<file path="config.mk">
export PLATFORM = sky130hd
export DESIGN_NAME = ni_flit_injector_flat
export DESIGN_NICKNAME = d
export VERILOG_FILES = /design/src/rtl/ni_flit_injector_if.sv /design/src/rtl/ni_flit_injector.sv /design/src/flat_wrapper.sv
export SDC_FILE = /design/constraint.sdc
export NUM_CORES = 1
export LEC_CHECK = 0
export CAP_MARGIN = 20
export CORE_MARGIN = 4
export CORE_UTILIZATION = 41
export CTS_CLUSTER_DIAMETER = 120
export DETAILED_ROUTE_END_ITERATION = 6
export PLACE_DENSITY = 0.73
export SKIP_LAST_GASP = 1
export SYNTH_ARGS = -nofsm -noshare
export SYNTH_HDL_FRONTEND = slang
export SYNTH_SLANG_ARGS = --single-unit
</file>
<file path="constraint.sdc">
create_clock -name clk -period 2.8 [get_ports clk]
set_input_delay 0.28 -clock clk [delete_from_list [all_inputs] [get_ports clk]]
set_output_delay 0.28 -clock clk [all_outputs]
set_load 0.005 [all_outputs]
</file>
<file path="src/rtl/ni_flit_injector_if.sv">
// ni_flit_injector_if: flit format package and the PE/router-facing bundle of the flit injector.
package ni_flit_pkg;
  localparam int FLIT_X_W = 3;
  localparam int FLIT_Y_W = 3;
  localparam int FLIT_VC_W = 1;
  localparam int FLIT_DATA_W = 32;
  localparam logic [1:0] FT_HEAD = 2'd0, FT_BODY = 2'd1, FT_TAIL = 2'd2, FT_HEADTAIL = 2'd3;
  typedef struct packed {
    logic [1:0] flit_label;
    logic [FLIT_VC_W-1:0] vc_id;
    logic [FLIT_X_W-1:0] x_dest;
    logic [FLIT_Y_W-1:0] y_dest;
    logic [FLIT_DATA_W-1:0] data;
  } flit_t;
endpackage

interface ni_flit_injector_if #(
  parameter int MESH_SIZE_X = 5,
  parameter int MESH_SIZE_Y = 5,
  parameter int VC_NUM = 2,
  parameter int MAX_PKT_LEN = 8
);
  localparam int XW = $clog2(MESH_SIZE_X);
  localparam int YW = $clog2(MESH_SIZE_Y);
  localparam int LW = $clog2(MAX_PKT_LEN) + 1;
  localparam int VW = $clog2(VC_NUM);
  logic pkt_valid_i;
  logic pkt_ready_o;
  logic [XW-1:0] pkt_x_dest_i;
  logic [YW-1:0] pkt_y_dest_i;
  logic [LW-1:0] pkt_len_i;
  logic [VW-1:0] pkt_vc_i;
  logic payload_valid_i;
  logic payload_ready_o;
  logic [ni_flit_pkg::FLIT_DATA_W-1:0] payload_i;
  ni_flit_pkg::flit_t flit_o;
  logic valid_flit_o;
  logic credit_valid_i;
  logic [VW-1:0] credit_vc_i;
  logic drop_o;
  logic credit_err_o;
  modport slave (
    input pkt_valid_i, pkt_x_dest_i, pkt_y_dest_i, pkt_len_i, pkt_vc_i,
    input payload_valid_i, payload_i, credit_valid_i, credit_vc_i,
    output pkt_ready_o, payload_ready_o, flit_o, valid_flit_o, drop_o, credit_err_o
  );
  modport master (
    output pkt_valid_i, pkt_x_dest_i, pkt_y_dest_i, pkt_len_i, pkt_vc_i,
    output payload_valid_i, payload_i, credit_valid_i, credit_vc_i,
    input pkt_ready_o, payload_ready_o, flit_o, valid_flit_o, drop_o, credit_err_o
  );
endinterface

</file>
<file path="src/rtl/ni_flit_injector.sv">
// ni_flit_injector: packet requests to credit-metered HEAD/BODY/TAIL flit streams for the local router port.
// Optional NI_PKT_COUNT_EN adds pkts_sent_o/flits_sent_o statistics counters.
module ni_flit_injector #(
  parameter int X_CURRENT = 2,
  parameter int Y_CURRENT = 2,
  parameter int MESH_SIZE_X = 5,
  parameter int MESH_SIZE_Y = 5,
  parameter int VC_NUM = 2,
  parameter int BUFFER_SIZE = 8,
  parameter int MAX_PKT_LEN = 8
) (
  input logic clk,
  input logic rst,
  ni_flit_injector_if.slave bus
`ifdef NI_PKT_COUNT_EN
  ,
  output logic [15:0] pkts_sent_o,
  output logic [15:0] flits_sent_o
`endif
);
  import ni_flit_pkg::*;
  localparam logic [1:0] IDLE = 2'd0, HEAD = 2'd1, BODY = 2'd2;
  localparam int XW = $clog2(MESH_SIZE_X);
  localparam int YW = $clog2(MESH_SIZE_Y);
  localparam int LW = $clog2(MAX_PKT_LEN) + 1;
  localparam int VW = $clog2(VC_NUM);
  localparam int CW = $clog2(BUFFER_SIZE + 1);
  localparam logic [CW-1:0] FULL = CW'(BUFFER_SIZE);
  localparam logic [LW-1:0] ONE = LW'(1);
  localparam logic [LW-1:0] MAX_LEN = LW'(MAX_PKT_LEN);
  if (X_CURRENT >= MESH_SIZE_X || Y_CURRENT >= MESH_SIZE_Y) begin : g_bad_coord
    $error("node coordinate outside the mesh");
  end
  logic [1:0] state;
  logic [XW-1:0] x_q;
  logic [YW-1:0] y_q;
  logic [LW-1:0] len_q, rem_q, len_in;
  logic [VW-1:0] vc_q;
  logic [VC_NUM-1:0][CW-1:0] credit, credit_d;
  logic [VC_NUM-1:0] snd, rtn;
  logic accept, dest_ok, avail, send, last, err_hit, valid_q, drop_q, err_q;
  flit_t flit_d, flit_q;
  always_comb begin
    len_in = bus.pkt_len_i == '0 ? ONE : bus.pkt_len_i > MAX_LEN ? MAX_LEN : bus.pkt_len_i;
    dest_ok = int'(bus.pkt_x_dest_i) < MESH_SIZE_X && int'(bus.pkt_y_dest_i) < MESH_SIZE_Y;
    accept = bus.pkt_valid_i && state == IDLE;
    // a credit arriving on this edge may fund the send decided on the same edge
    avail = credit[vc_q] != '0 || (bus.credit_valid_i && bus.credit_vc_i == vc_q);
    send = avail && (state == HEAD || (state == BODY && bus.payload_valid_i));
    last = state == HEAD ? len_q == ONE : rem_q == ONE;
    flit_d = '0;
    flit_d.flit_label = state == HEAD ? (last ? FT_HEADTAIL : FT_HEAD) : (last ? FT_TAIL : FT_BODY);
    flit_d.vc_id = vc_q;
    flit_d.x_dest = state == HEAD ? x_q : '0;
    flit_d.y_dest = state == HEAD ? y_q : '0;
    flit_d.data = state == HEAD ? '0 : bus.payload_i;
    snd = '0;
    rtn = '0;
    credit_d = credit;
    err_hit = 1'b0;
    // a return at full is only legal when a send on that VC frees a slot this cycle
    for (int v = 0; v < VC_NUM; v++) begin
      snd[v] = send && vc_q == VW'(v);
      rtn[v] = bus.credit_valid_i && bus.credit_vc_i == VW'(v) && (credit[v] != FULL || snd[v]);
      credit_d[v] = credit[v] - CW'(snd[v]) + CW'(rtn[v]);
      err_hit = err_hit | (bus.credit_valid_i && bus.credit_vc_i == VW'(v) && !rtn[v]);
    end
  end
  always_ff @(posedge clk or negedge rst)
    if (!rst) begin
      state <= IDLE;
      x_q <= '0;
      y_q <= '0;
      len_q <= '0;
      rem_q <= '0;
      vc_q <= '0;
      credit <= {VC_NUM{FULL}};
      flit_q <= '0;
      valid_q <= 1'b0;
      drop_q <= 1'b0;
      err_q <= 1'b0;
    end else begin
      valid_q <= send;
      flit_q <= send ? flit_d : '0;
      drop_q <= accept && !dest_ok;
      err_q <= err_q | err_hit;
      credit <= credit_d;
      if (accept && dest_ok) begin
        x_q <= bus.pkt_x_dest_i;
        y_q <= bus.pkt_y_dest_i;
        len_q <= len_in;
        vc_q <= bus.pkt_vc_i;
        state <= HEAD;
      end
      if (send) begin
        rem_q <= (state == HEAD ? len_q : rem_q) - ONE;
        state <= last ? IDLE : BODY;
      end
    end
  assign bus.pkt_ready_o = state == IDLE;
  assign bus.payload_ready_o = state == BODY && avail;
  assign bus.flit_o = flit_q;
  assign bus.valid_flit_o = valid_q;
  assign bus.drop_o = drop_q;
  assign bus.credit_err_o = err_q;
`ifdef NI_PKT_COUNT_EN
  always_ff @(posedge clk or negedge rst)
    if (!rst) begin
      pkts_sent_o <= '0;
      flits_sent_o <= '0;
    end else begin
      pkts_sent_o <= pkts_sent_o + 16'(send && last);
      flits_sent_o <= flits_sent_o + 16'(send);
    end
`endif
endmodule

</file>
<file path="src/flat_wrapper.sv">
// flat-port wrapper written by rule: the top's interface ports become plain ports
module ni_flit_injector_flat import ni_flit_pkg::*;
#(
  parameter int X_CURRENT = 2,
  parameter int Y_CURRENT = 2,
  parameter int MESH_SIZE_X = 5,
  parameter int MESH_SIZE_Y = 5,
  parameter int VC_NUM = 2,
  parameter int BUFFER_SIZE = 8,
  parameter int MAX_PKT_LEN = 8
)
  (clk, rst, bus_pkt_valid_i, bus_pkt_x_dest_i, bus_pkt_y_dest_i, bus_pkt_len_i, bus_pkt_vc_i, bus_payload_valid_i, bus_payload_i, bus_credit_valid_i, bus_credit_vc_i, bus_pkt_ready_o, bus_payload_ready_o, bus_flit_o, bus_valid_flit_o, bus_drop_o, bus_credit_err_o);
  ni_flit_injector_if #(.MESH_SIZE_X(MESH_SIZE_X), .MESH_SIZE_Y(MESH_SIZE_Y), .VC_NUM(VC_NUM), .MAX_PKT_LEN(MAX_PKT_LEN)) bus_i ();
  input logic clk;
  input logic rst;
  input wire logic [$bits(bus_i.pkt_valid_i)-1:0] bus_pkt_valid_i;
  input wire logic [$bits(bus_i.pkt_x_dest_i)-1:0] bus_pkt_x_dest_i;
  input wire logic [$bits(bus_i.pkt_y_dest_i)-1:0] bus_pkt_y_dest_i;
  input wire logic [$bits(bus_i.pkt_len_i)-1:0] bus_pkt_len_i;
  input wire logic [$bits(bus_i.pkt_vc_i)-1:0] bus_pkt_vc_i;
  input wire logic [$bits(bus_i.payload_valid_i)-1:0] bus_payload_valid_i;
  input wire logic [$bits(bus_i.payload_i)-1:0] bus_payload_i;
  input wire logic [$bits(bus_i.credit_valid_i)-1:0] bus_credit_valid_i;
  input wire logic [$bits(bus_i.credit_vc_i)-1:0] bus_credit_vc_i;
  output wire logic [$bits(bus_i.pkt_ready_o)-1:0] bus_pkt_ready_o;
  output wire logic [$bits(bus_i.payload_ready_o)-1:0] bus_payload_ready_o;
  output wire logic [$bits(bus_i.flit_o)-1:0] bus_flit_o;
  output wire logic [$bits(bus_i.valid_flit_o)-1:0] bus_valid_flit_o;
  output wire logic [$bits(bus_i.drop_o)-1:0] bus_drop_o;
  output wire logic [$bits(bus_i.credit_err_o)-1:0] bus_credit_err_o;
  assign bus_i.pkt_valid_i = bus_pkt_valid_i;
  assign bus_i.pkt_x_dest_i = bus_pkt_x_dest_i;
  assign bus_i.pkt_y_dest_i = bus_pkt_y_dest_i;
  assign bus_i.pkt_len_i = bus_pkt_len_i;
  assign bus_i.pkt_vc_i = bus_pkt_vc_i;
  assign bus_i.payload_valid_i = bus_payload_valid_i;
  assign bus_i.payload_i = bus_payload_i;
  assign bus_i.credit_valid_i = bus_credit_valid_i;
  assign bus_i.credit_vc_i = bus_credit_vc_i;
  assign bus_pkt_ready_o = bus_i.pkt_ready_o;
  assign bus_payload_ready_o = bus_i.payload_ready_o;
  assign bus_flit_o = bus_i.flit_o;
  assign bus_valid_flit_o = bus_i.valid_flit_o;
  assign bus_drop_o = bus_i.drop_o;
  assign bus_credit_err_o = bus_i.credit_err_o;
  ni_flit_injector #(.X_CURRENT(X_CURRENT), .Y_CURRENT(Y_CURRENT), .MESH_SIZE_X(MESH_SIZE_X), .MESH_SIZE_Y(MESH_SIZE_Y), .VC_NUM(VC_NUM), .BUFFER_SIZE(BUFFER_SIZE), .MAX_PKT_LEN(MAX_PKT_LEN)) u_core (.clk(clk), .rst(rst), .bus(bus_i));
endmodule
</file>
== Yosys cells after proc, flatten, opt, wreduce, memory -nomap -nowiden ==
Index checks and enable logic that the tools add are counted.
Word-level totals
  register bits after elaboration: 69
  input bits: 49
  output and inout bits: 46
  logic and storage cells: 79
Operators by class
  add/subtract/negate cells: 5
  $lt $le $gt $ge: 4
  eq/ne operators: 7
  multiplexer cells: 16
  bitwise logic cells: 4
  reduce and logical (&&, ||, !) cells: 27
Operator list (number)
  two-way mux 41 bit: 1
  two-way mux 32 bit: 1
  two-way mux 4 bit: 5
  logical AND 1 bit: 16
  two-way mux 2 bit: 6
  adder 4 x 1 -> 4 bit: 2
  equality test 4 x 1 -> 1 bit (second input constant): 2
  != test 4 bit (second input constant): 2
  subtractor 4 x 1 -> 4 bit: 2
  less-than comparator 3 bit (second input constant): 2
  two-way mux 3 bit: 2
  greater-than comparator 4 bit (second input constant): 1
  zero test 4 bit: 1
  logical OR 1 bit: 4
  nonzero test 4 bit: 1
  subtractor 4 x 1 -> 4 bit (second input constant): 1
  zero test 1 bit: 3
  equality test 2 x 1 -> 1 bit (second input constant): 1
  equality test 2 bit (second input constant): 1
  zero test 2 bit: 1
  less-than comparator 1 x 2 -> 1 bit (second input constant): 1
  NOT 1 bit: 2
  bitwise OR 1 bit: 2
  nonzero test 2 bit: 1
  2 further kinds: 2

== Logic depth before layout (Yosys ltp) ==
  word-level depth: 12
  gate-level depth with buffers: 12
  mapped depth without buffers: 12

== Least setup slack after synthesis ==
Ideal clock, no wire load.
  path type: register -> register
  start point: register u_core.credit[7] (netlist name)
  end point: register u_core.credit[6] (netlist name)
  library setup time: 0.123 ns
  arrival time: 2.315 ns
  required time: 2.677 ns
  setup slack: 0.363 ns
  cell stages (with the launch flop): 13
  path buffers: 0
  clock period less this slack: 2.437 ns
  cells stage by stage: dfstp_2 -> nor3_1 -> and4_1 -> or3_4 -> clkinv_2 -> nand2_2 -> inv_1 -> ha_1 -> inv_1 -> ha_1 -> inv_1 -> fa_1 -> xnor2_1
RTL lines
  start: declaration: line ni_flit_injector.sv:39  | logic [VC_NUM-1:0][CW-1:0] credit, credit_d;
  start signal: assignment: line ni_flit_injector.sv:77  | credit <= {VC_NUM{FULL}};
  start signal: assignment: line ni_flit_injector.sv:87  | credit <= credit_d;

==> run summary <==
Synth Area in Adders: 0.07508
Xor/xnor share of the synthesized area: 0.01222
P&R area growth vs syn: 44.70%
Footprint of the multi-input gates: 1008 sq um
Final core area utilization: 0.6105
Routed Antenna Nets: 0
Dpl hpwl: 4486 um
Class of the worst hold path: flop to flop
Fin. Hold Viols: 0
Non-Filler Instances: 444
Flops & latches, synth: 69
CP max FO: 4
Placed insts: 427
Largest family of logic cells by synthesized area: simple AND/OR/NAND/NOR gates
First-pass GRT wire length: 10270 um
FF/Latch Area: 1729 sq um
Synth Net Count: 305
Share of cells above drive strength 1: 0.1236
Commonest cells after routing, fill and taps aside: clkdlybuf4s50_1, dfrtp_1, and3_1, inv_1
Routed vias: 2096
Main flop type after synthesis: dfrtp_1
GRT Util Overall: 0.1573
Worst setup margin: 0.2272 ns
Routed len/inst: 13.97 um
Final nets: 408
Slew @ Worst Pin: 0.3623 ns
WP data arrival: 2.80 ns
Fmax: 388.7 MHz
Pre-CTS WS: -0.05537 ns
IR Drop Worst-Case VDD: 0.0004621 V
Antenna cells: 0
Final Cell Area: 4148 sq um
Seq/Total Area, Yosys: 0.6032
Fill count: 565
Grt ovf: 0
Vias in the first global route: 2059
Area after DPL: 3946 sq um
Commonest non-fill, non-tap cell in the layout: clkdlybuf4s50_1
CTS tree: done
Worst Path Class, Setup: flop to flop
H-Tree Depth: 3
Mux cell area share after synthesis: 0.04278
Critical Path End Type: flop
Fin crit share: 0.9189
Critical Path RT: 3.02 ns
Simple-Gate Fraction of Synth Area: 0.1589
Initial antenna violation count: 0
Worst Skew: 0.007245 ns
Syn_area_per_cell: 11.94 sq um
Post-synth EDFFs: 0
Status: finished, final reports clean
Complex-gate fraction of the synthesized area: 0.06285
Final GP Congestion: 0.7864
CTS sink cnt: 69
Max cap viols: 0
Clock slew seen by the registers of the worst setup and hold paths: 0.07 ns
Yosys warns: 0
CTS Buf Count: 9
DRC Markers: 0
Core Area: 6794 sq um
Synth cell types: 40
Initial drt markers: 28
Final setup violation count: 0
Max clock buf depth: 2
Pleak: 2.037 nW
Post-synthesis cell area: 2866 sq um
Drt first pass iters: 4
Initial core utilization: 0.4219
Slew Limit Fails: 0
CTS root buf: clkbuf_8
Die width: 91.62 um
Largest net degree at the start of global routing: 70
Worst-Skew Late Latency: 0.33 ns
Chip height: 91.62 um
Post-Route WL: 6203 um
Vias per inst: 4.721
Tmin final: 2.573 ns
Pwr Density: 954.3 nW/um^2
Slew headroom: 0.7579
Number of I/O port buffers: 94
RSZ-0062 raised after global routing: no
I/O pin count: 95
Cts repair resizes: 0
Die area: 8393 sq um
Post-Synthesis Cells: 240
Worst setup SP type: flop
Async set-reset flop share out of synthesis: 1.000
Row count: 30
Yosys cell counts (5+ instances only):
library cell  number  area (sq um)
mux2_2             8         90.09
nor2_1            14         52.55
dfrtp_1           67          1677
o21ai_0           10         50.05
a21oi_1            6         30.03
inv_1             19         71.32
and3_1            38         237.7
ha_1              14         175.2
nand2_1           11         41.29
nor3_1             6         30.03
clkbuf_1           5         18.77
worst max-delay path: stages, from the launching register on:
cell      delay (ns)
dfstp_2         0.53
nor3_1          0.04
and4_1          0.22
or3_4           0.39
clkinv_2        0.09
nand2_2         0.07
inv_1           0.08
ha_1            0.22
inv_1           0.06
ha_1            0.17
inv_1           0.06
fa_1            0.49
inv_1           0.04
power breakdown:
part	internal, mW	switching (mW)	leakage, nW
logic	0.902	0.725	1.05
registers	1.37	0.189	0.888
clock network	0.430	0.343	0.103
total	2.70	1.26	2.04
through the flow:
stage               TNS [ns]  total power [mW]  hold slack, ns
finish                     0             3.958          0.4866
CTS                        0             4.020          0.4879
detailed placement  -0.09768             3.231          0.3244
global placement           0             3.159          0.3267
floorplan                  0             2.494        -0.01559
global route               0             4.281          0.4928
timing repair:
item,CTS,global route
setup buffers,0,0
setup endpoints to repair,0,0
hold endpoints to repair,67,0
hold buffers,1,0
metal layers:
metal | up-vias | global-route usage | share of wire
met5 | - | 0 | 0
met4 | 0 | 0.06784 | 0.0090
met2 | 88 | 0.2319 | 0.44
met1 | 990 | 0.2149 | 0.47
li1 | 1013 | - | -
met3 | 5 | 0.04758 | 0.081
flip-flops by register name (all words and copies together), names as in the netlist:
signal and count:
u_core.len_q 4, u_core.x_q 3, u_core.bus.valid_flit_o 1, u_core.credit 8
u_core.bus.flit_o 41, u_core.bus.credit_err_o 1, u_core.rem_q 4, u_core.state 2
u_core.y_q 3, u_core.bus.drop_o 1, u_core.vc_q 1
final timing paths:
check,startpoint,end,slack (ns),cells past startpoint
worst max-delay path,u_core.credit[7],u_core.credit[5],0.23,12
worst min-delay path,u_core.bus.credit_err_o,u_core.bus.credit_err_o,0.49,1
worst max register to register,u_core.credit[7],u_core.credit[5],0.23,12
worst min register to register,u_core.bus.credit_err_o,u_core.bus.credit_err_o,0.49,1
max in group asynchronous,rst,u_core.credit[7],1.97,3
min in group asynchronous,rst,u_core.bus.flit_o[10],0.50,3
layout make-up:
class | count | area share
clock buffers | 11 | 0.03409
clock inverters | 5 | 0.01207
inverters | 21 | 0.01931
multi-input cells | 139 | 0.2431
flip-flops and latches | 69 | 0.4169
well taps | 96 | 0.02896
repair buffers | 103 | 0.2456
logic make-up after synthesis:
family | count (synthesis)
compound gates | 28
xor+xnor | 4
fa+ha+maj | 16
buf+inv | 32
flops | 69
mux | 10
simple gates | 81
Note: power is estimated with default switching activity, not from simulation.
